File: config.mk
export PLATFORM = sky130hd
export DESIGN_NAME = choice_sequencer_flat
export DESIGN_NICKNAME = d
export VERILOG_FILES = /design/src/rtl/choice_sequencer_if.sv /design/src/rtl/choice_sequencer.sv /design/src/flat_wrapper.sv
export SDC_FILE = /design/constraint.sdc
export NUM_CORES = 1
export LEC_CHECK = 0
export ABC_CLOCK_PERIOD_IN_PS = 3800
export CAP_MARGIN = 10
export CORE_ASPECT_RATIO = 0.8
export CORE_MARGIN = 5
export CORE_UTILIZATION = 35
export CTS_CLUSTER_DIAMETER = 30
export DETAILED_ROUTE_END_ITERATION = 12
export PLACE_DENSITY_LB_ADDON = 0.15
export SLEW_MARGIN = 20
export SYNTH_ARGS = -nofsm -noshare
export SYNTH_HDL_FRONTEND = slang
export SYNTH_SLANG_ARGS = --single-unit
File: constraint.sdc
create_clock -name clk -period 3.8 [get_ports clk]
set_clock_uncertainty 0.2 [all_clocks]
set_input_delay 0.76 -clock clk [delete_from_list [all_inputs] [get_ports clk]]
set_output_delay 0.76 -clock clk [all_outputs]
set_load 0.01 [all_outputs]
File: src/rtl/choice_sequencer_if.sv
// choice_sequencer_if: scenario handshake between the choice sequencer
// (master, presents the scenario) and the round controller (slave, acks it).
interface choice_sequencer_if;
  logic [8:0] scenario;
  logic       scenario_valid;
  logic       round_ack;

  modport master (output scenario, output scenario_valid, input round_ack);
  modport slave  (input scenario, input scenario_valid, output round_ack);
endinterface

File: src/rtl/choice_sequencer.sv
// choice_sequencer: debounces the confirm key, captures player 1 and player 2
// one-hot choices from the shared switch bank and presents a 9-way one-hot
// scenario until the round controller acknowledges it.
// Optional feature macro: CPU_OPPONENT_EN (player 2 chosen by an 8-bit LFSR).
module choice_sequencer #(
  parameter int DEBOUNCE_CYCLES = 500000
) (
  input  logic                  clk,
  input  logic                  resetn,
  input  logic [2:0]            sw_choice,
  input  logic                  confirm_n,
  choice_sequencer_if.master    ctl,
  output logic                  p1_locked,
  output logic                  p2_locked,
  output logic                  choice_err
);

  localparam int CW = $clog2(DEBOUNCE_CYCLES);
  localparam logic [CW-1:0] CNT_LAST = CW'(DEBOUNCE_CYCLES - 1);

  typedef enum logic [1:0] {WAIT_P1, WAIT_P2, PRESENT} state_t;

  // synchronisers
  logic       r_conf_s1, r_conf_s2;
  logic [2:0] r_sw_s1, r_sw_s2;

  // debounce
  logic          r_stable;
  logic [CW-1:0] r_cnt;
  logic          r_press;
  logic [1:0]    r_flush;
  logic          r_armed;

  // FSM and latched choices
  state_t     r_state, w_state_next;
  logic [1:0] r_p1, r_p2, w_p1_next, w_p2_next;
  logic       w_err;
  logic       w_onehot;
  logic [1:0] w_sw_idx;
  logic [3:0] w_sum;
  logic [8:0] w_scen_dec;

  // registered outputs
  logic [8:0] r_scenario;
  logic       r_valid, r_p1_locked, r_p2_locked, r_err;

  // Two-flop synchronisers for the asynchronous key and switches
  always_ff @(posedge clk) begin
    if (!resetn) begin
      r_conf_s1 <= 1'b1;
      r_conf_s2 <= 1'b1;
      r_sw_s1   <= 3'b000;
      r_sw_s2   <= 3'b000;
    end else begin
      r_conf_s1 <= confirm_n;
      r_conf_s2 <= r_conf_s1;
      r_sw_s1   <= sw_choice;
      r_sw_s2   <= r_sw_s1;
    end
  end

  // Arming: after reset the key must be seen released (debounced) before a
  // press can register, so a key held through reset is not taken as a press.
  // r_flush waits until the synchroniser carries real input, not reset values.
  always_ff @(posedge clk) begin
    if (!resetn) begin
      r_flush <= 2'd0;
      r_armed <= 1'b0;
    end else begin
      if (r_flush != 2'd2) r_flush <= r_flush + 2'd1;
      if (r_flush == 2'd2 && r_stable && r_conf_s2) r_armed <= 1'b1;
    end
  end

  // Debounce counter; a registered press strobe on an accepted 1->0 change
  always_ff @(posedge clk) begin
    if (!resetn) begin
      r_stable <= 1'b1;
      r_cnt    <= '0;
      r_press  <= 1'b0;
    end else begin
      r_press <= 1'b0;
      if (r_conf_s2 == r_stable) begin
        r_cnt <= '0;
      end else if (r_cnt == CNT_LAST) begin
        r_stable <= r_conf_s2;
        r_cnt    <= '0;
        r_press  <= r_armed & ~r_conf_s2;
      end else begin
        r_cnt <= r_cnt + CW'(1);
      end
    end
  end

  assign w_onehot = (r_sw_s2 == 3'b001) || (r_sw_s2 == 3'b010) || (r_sw_s2 == 3'b100);
  assign w_sw_idx = r_sw_s2[0] ? 2'd0 : (r_sw_s2[1] ? 2'd1 : 2'd2);

`ifdef CPU_OPPONENT_EN
  logic [7:0] r_lfsr;
  logic [1:0] w_cpu_idx;

  // Free-running Fibonacci LFSR, x^8+x^6+x^5+x^4+1
  always_ff @(posedge clk) begin
    if (!resetn) r_lfsr <= 8'h01;
    else         r_lfsr <= {r_lfsr[6:0], r_lfsr[7] ^ r_lfsr[5] ^ r_lfsr[4] ^ r_lfsr[3]};
  end

  assign w_cpu_idx = 2'(r_lfsr % 8'd3);
`endif

  // Next-state logic: capture on valid presses, flag bad ones, clear on ack
  always_comb begin
    w_state_next = r_state;
    w_p1_next    = r_p1;
    w_p2_next    = r_p2;
    w_err        = 1'b0;
    case (r_state)
      WAIT_P1: begin
        if (r_press) begin
          if (w_onehot) begin
            w_p1_next = w_sw_idx;
`ifdef CPU_OPPONENT_EN
            w_p2_next    = w_cpu_idx;
            w_state_next = PRESENT;
`else
            w_state_next = WAIT_P2;
`endif
          end else begin
            w_err = 1'b1;
          end
        end
      end
      WAIT_P2: begin
        if (r_press) begin
          if (w_onehot) begin
            w_p2_next    = w_sw_idx;
            w_state_next = PRESENT;
          end else begin
            w_err = 1'b1;
          end
        end
      end
      PRESENT: begin
        // presses here are dropped; ack wins even if a press coincides
        if (ctl.round_ack) begin
          w_p1_next    = 2'd0;
          w_p2_next    = 2'd0;
          w_state_next = WAIT_P1;
        end
      end
      default: w_state_next = WAIT_P1;
    endcase
  end

  // Scenario decode from next-state choices so outputs change with the state
  assign w_sum = 4'(w_p1_next) * 4'd3 + 4'(w_p2_next);

  genvar gi;
  generate
    for (gi = 0; gi < 9; gi++) begin : g_dec
      assign w_scen_dec[gi] = (w_sum == 4'(gi));
    end
  endgenerate

  // State, latches and registered outputs
  always_ff @(posedge clk) begin
    if (!resetn) begin
      r_state     <= WAIT_P1;
      r_p1        <= 2'd0;
      r_p2        <= 2'd0;
      r_scenario  <= 9'd0;
      r_valid     <= 1'b0;
      r_p1_locked <= 1'b0;
      r_p2_locked <= 1'b0;
      r_err       <= 1'b0;
    end else begin
      r_state     <= w_state_next;
      r_p1        <= w_p1_next;
      r_p2        <= w_p2_next;
      r_scenario  <= (w_state_next == PRESENT) ? w_scen_dec : 9'd0;
      r_valid     <= (w_state_next == PRESENT);
      r_p1_locked <= (w_state_next != WAIT_P1);
      r_p2_locked <= (w_state_next == PRESENT);
      r_err       <= w_err;
    end
  end

  assign ctl.scenario       = r_scenario;
  assign ctl.scenario_valid = r_valid;
  assign p1_locked          = r_p1_locked;
  assign p2_locked          = r_p2_locked;
  assign choice_err         = r_err;

endmodule

File: src/flat_wrapper.sv
// flat-port wrapper written by rule: the top's interface ports become plain ports
module choice_sequencer_flat 
#(
  parameter int DEBOUNCE_CYCLES = 500000
)
  (clk, resetn, sw_choice, confirm_n, p1_locked, p2_locked, choice_err, ctl_scenario, ctl_scenario_valid, ctl_round_ack);
  choice_sequencer_if ctl_i ();
  input  logic clk;
  input  logic resetn;
  input  logic [2:0] sw_choice;
  input  logic confirm_n;
  output logic p1_locked;
  output logic p2_locked;
  output logic choice_err;
  output wire logic [$bits(ctl_i.scenario)-1:0] ctl_scenario;
  output wire logic [$bits(ctl_i.scenario_valid)-1:0] ctl_scenario_valid;
  input wire logic [$bits(ctl_i.round_ack)-1:0] ctl_round_ack;
  assign ctl_scenario = ctl_i.scenario;
  assign ctl_scenario_valid = ctl_i.scenario_valid;
  assign ctl_i.round_ack = ctl_round_ack;
  choice_sequencer #(.DEBOUNCE_CYCLES(DEBOUNCE_CYCLES)) u_core (.clk(clk), .resetn(resetn), .sw_choice(sw_choice), .confirm_n(confirm_n), .ctl(ctl_i), .p1_locked(p1_locked), .p2_locked(p2_locked), .choice_err(choice_err));
endmodule
==> results.md <==
- Htree depth: 2
- Fillers: between 600 and 700
- Synthesized area per cell: just over 9 µm²
- DRT iter0 DRCs: 65
- Shortest period the worst path allows: 3.42 ns
- Initial antenna violation count: 0
- Overflow after GRT: 0
- Die W: 101 µm
- EDFF count, synth: 0
- I/O pin count: 20
- Synth-to-layout area growth: 13.7%
- CTS buffer count: 5
- Synth Flop Type: dfxtp_1
- Register area: approximately 1000 µm²
- Combinational share of power: 0.064
- Count of final setup violators: 0
- DP Worst Slack: between 0.04 and 0.05 ns
- RSZ-0062 raised after global routing: false
- Max Fclk: around 0.3 GHz
- Core ar.: 6440 µm²
- Async set-reset flop share out of synthesis: 0
- Crit Path Class: in -> reg
- Crit path max fanout: 6
- Hold crit path type: reg -> reg
- Final weighted congestion in routability-driven placement: about 0.8
- Peak VDD IR: between 0.2 and 0.3 mV
- Crit. End Element: register
- Sw frac: 0.240
- Most frequent cells in the layout: 50 x dfxtp_1, 29 x nor2_1, 19 x clkdlybuf4s50_1
- Net Sw Power: ~0.22 mW
- Syn Nets: 273
- Setup TNS Final: 0 ns
- #FFs+latches synth: 50
- Area leader, netlist: dfxtp_1
- Cell count after synthesis: approximately 260
- Vias/cell: 4.84
- Antenna cells: 0
- Vias: about 1,700
- Share of layout cells above drive strength 1: 0.0806
- Clk network pwr share: 0.336
- WP data arrival: around 3.5 ns
- LEAKAGE: 0.965 nW
- Worst slew margin: 0.435
- Seq/Total Area, Yosys: 0.427
- 1st-pass router iterations: 4
- Largest cells by area after synthesis: dfxtp_1 43%, nor2_1 4.6%, ha_1 4.3%
- DRC Markers: 0
- Clock latency on the worst-skew pair: 0.30 ns
- First-pass GRT wire length: between 7000 and 8000 µm
- Root buffer cell: clkbuf_8
- Multi-input logic area: 1220 µm²
- Cts repair resizes: 0
- Least-Margin Pin Slew: 0.844 ns
- Yosys warns: 0
- Routing usage on met3: 0.0276
- Gr busiest metal: met1
- Grt met2 use: 0.144
- Clock slew at reported path FFs: approximately 0.1 ns
- Post-synth top area share: 0.427
- CP Data Required Time: 3.84 ns
- Yosys cell types: 43
- Final Max Slew Viols: 0
- Post-CTS setup buffers: 0
- Largest net degree at the start of global routing: 20
- Port bufs: 19
- Total power draw: roughly 0.92 mW
- Final worst-path cycle share: 0.901
- CTS tree: built
- Internal cell power: about 0.7 mW
- PD cells: 346 nW/µm²
- Max_cap viols: 0
- Drt wl/cell: 12.0 µm
- Final ANT Viol Nets: 0
- Total track usage: 0.110
- Post-Syn Area: about 2300 µm²
- Clock buffer depth: 2
- Routed WL: 4280 µm
- Die Ht: about 83 µm
- Setup ws final: between 0.3 and 0.4 ns
- Status: finished, final reports clean
- Critical Path Start Type: input pin
- Hold-fix buffers, CTS: 0
- Dpl hpwl: 3130 µm
- Vias in the first global route: ~1,600
- Sink Count: 50
- Starting Density: 0.364
- Final hold vios: 0
- # rows: 26
- Die area: roughly 8400 µm²
- Met1 GRT Util: 0.171
- Sequential power share: 0.600
- # nets final: 289
- Most common cell after layout, fill and taps aside: dfxtp_1
routing by layer:
layer	routed length, µm	share of wire
met4	36	0.0084
met5	0	0
met2	1620	0.38
met1	2430	0.57
met3	199	0.046
flip-flops by register name, summed over array words and instances (netlist names):
name,flops
u_core.r_cnt,19
u_core.ctl.scenario,9
u_core.r_sw_s1,3
u_core.r_sw_s2,3
u_core.r_flush,2
u_core.r_p1,2
u_core.r_p2,2
u_core.r_state,2
u_core.choice_err,1
u_core.ctl.scenario_valid,1
u_core.p1_locked,1
u_core.r_armed,1
u_core.r_conf_s1,1
u_core.r_conf_s2,1
u_core.r_press,1
u_core.r_stable,1
logic make-up after synthesis:
logic type / count (synthesis) / synth area share
simple gates: 115 / 0.282
flops: 50 / 0.427
compound gates: 37 / 0.105
buf+inv: 25 / 0.0518
xor+xnor: 19 / 0.0743
fa+ha+maj: 10 / 0.0598
through the flow:
stage	cell area (µm²)	hold WS, ns	util	std cells
final	2660	0.222	0.413	357
after global routing	2660	0.261	0.413	357
after CTS	2660	0.233	0.413	357
after detailed placement	2570	0.200	0.399	349
after global placement	2570	0.189	0.399	349
after floorplan	2340	0.186	-	256
cell type report:
type / instances / share of cell area
multi-input cells: 181 / 0.458
inverters: 15 / 0.0211
flip-flops and latches: 50 / 0.376
clock inverters: 3 / 0.00799
clock buffers: 5 / 0.0258
repair buffers: 19 / 0.0714
well taps: 84 / 0.0395
power by group through the flow:
stage | clock network [mW] | registers, mW | logic (mW)
final | 0.310 | 0.553 | 0.0589
after floorplan | 0 | 0.561 | 0.0478
after CTS | 0.326 | 0.553 | 0.0598
after global routing | 0.347 | 0.556 | 0.0742
after global placement | 0 | 0.565 | 0.0575
after detailed placement | 0 | 0.565 | 0.0596
critical path, stage by stage:
cell and delay [ns]:
clkdlybuf4s50_1 0.39, nand2b_1 0.19, o21ai_0 0.13, nand2_1 0.12, and2_1 0.18, fa_1 0.49, inv_1 0.04, ha_1 0.20
fa_1 0.59, nor2b_1 0.19, nand2_1 0.08, nor3_2 0.10
worst paths after layout:
path	startpoint	to	slack (ns)	cells after the start
worst min register to register	u_core.r_conf_s1	u_core.r_conf_s2	0.22	1
worst max register to register	u_core.r_state[1]	u_core.ctl.scenario[6]	0.49	12
worst min-delay path	u_core.r_conf_s1	u_core.r_conf_s2	0.22	1
worst max-delay path	ctl_round_ack	u_core.ctl.scenario[6]	0.38	12
Yosys cell counts (all sizes together), types with 2 or more instances:
| library cell | instances |
|---|---|
| nor2 | 29 |
| dfxtp | 50 |
| or4 | 2 |
| a211oi | 4 |
| ha | 8 |
| buf | 7 |
| fa | 2 |
| nand3 | 7 |
| and4 | 5 |
| a31oi | 2 |
| o211ai | 2 |
| clkbuf | 3 |
| nor3 | 13 |
| nor2b | 3 |
| o31ai | 2 |
| nand2 | 17 |
| and2 | 10 |
| a211o | 2 |
| and3 | 3 |
| o21ai | 6 |
| xnor2 | 7 |
| and4bb | 2 |
| nand2b | 6 |
| xor2 | 12 |
| inv | 15 |
| a21oi | 12 |
| nand4 | 12 |
| nand3b | 3 |
| a21o | 2 |
Note: power is estimated with default switching activity, not from simulation.
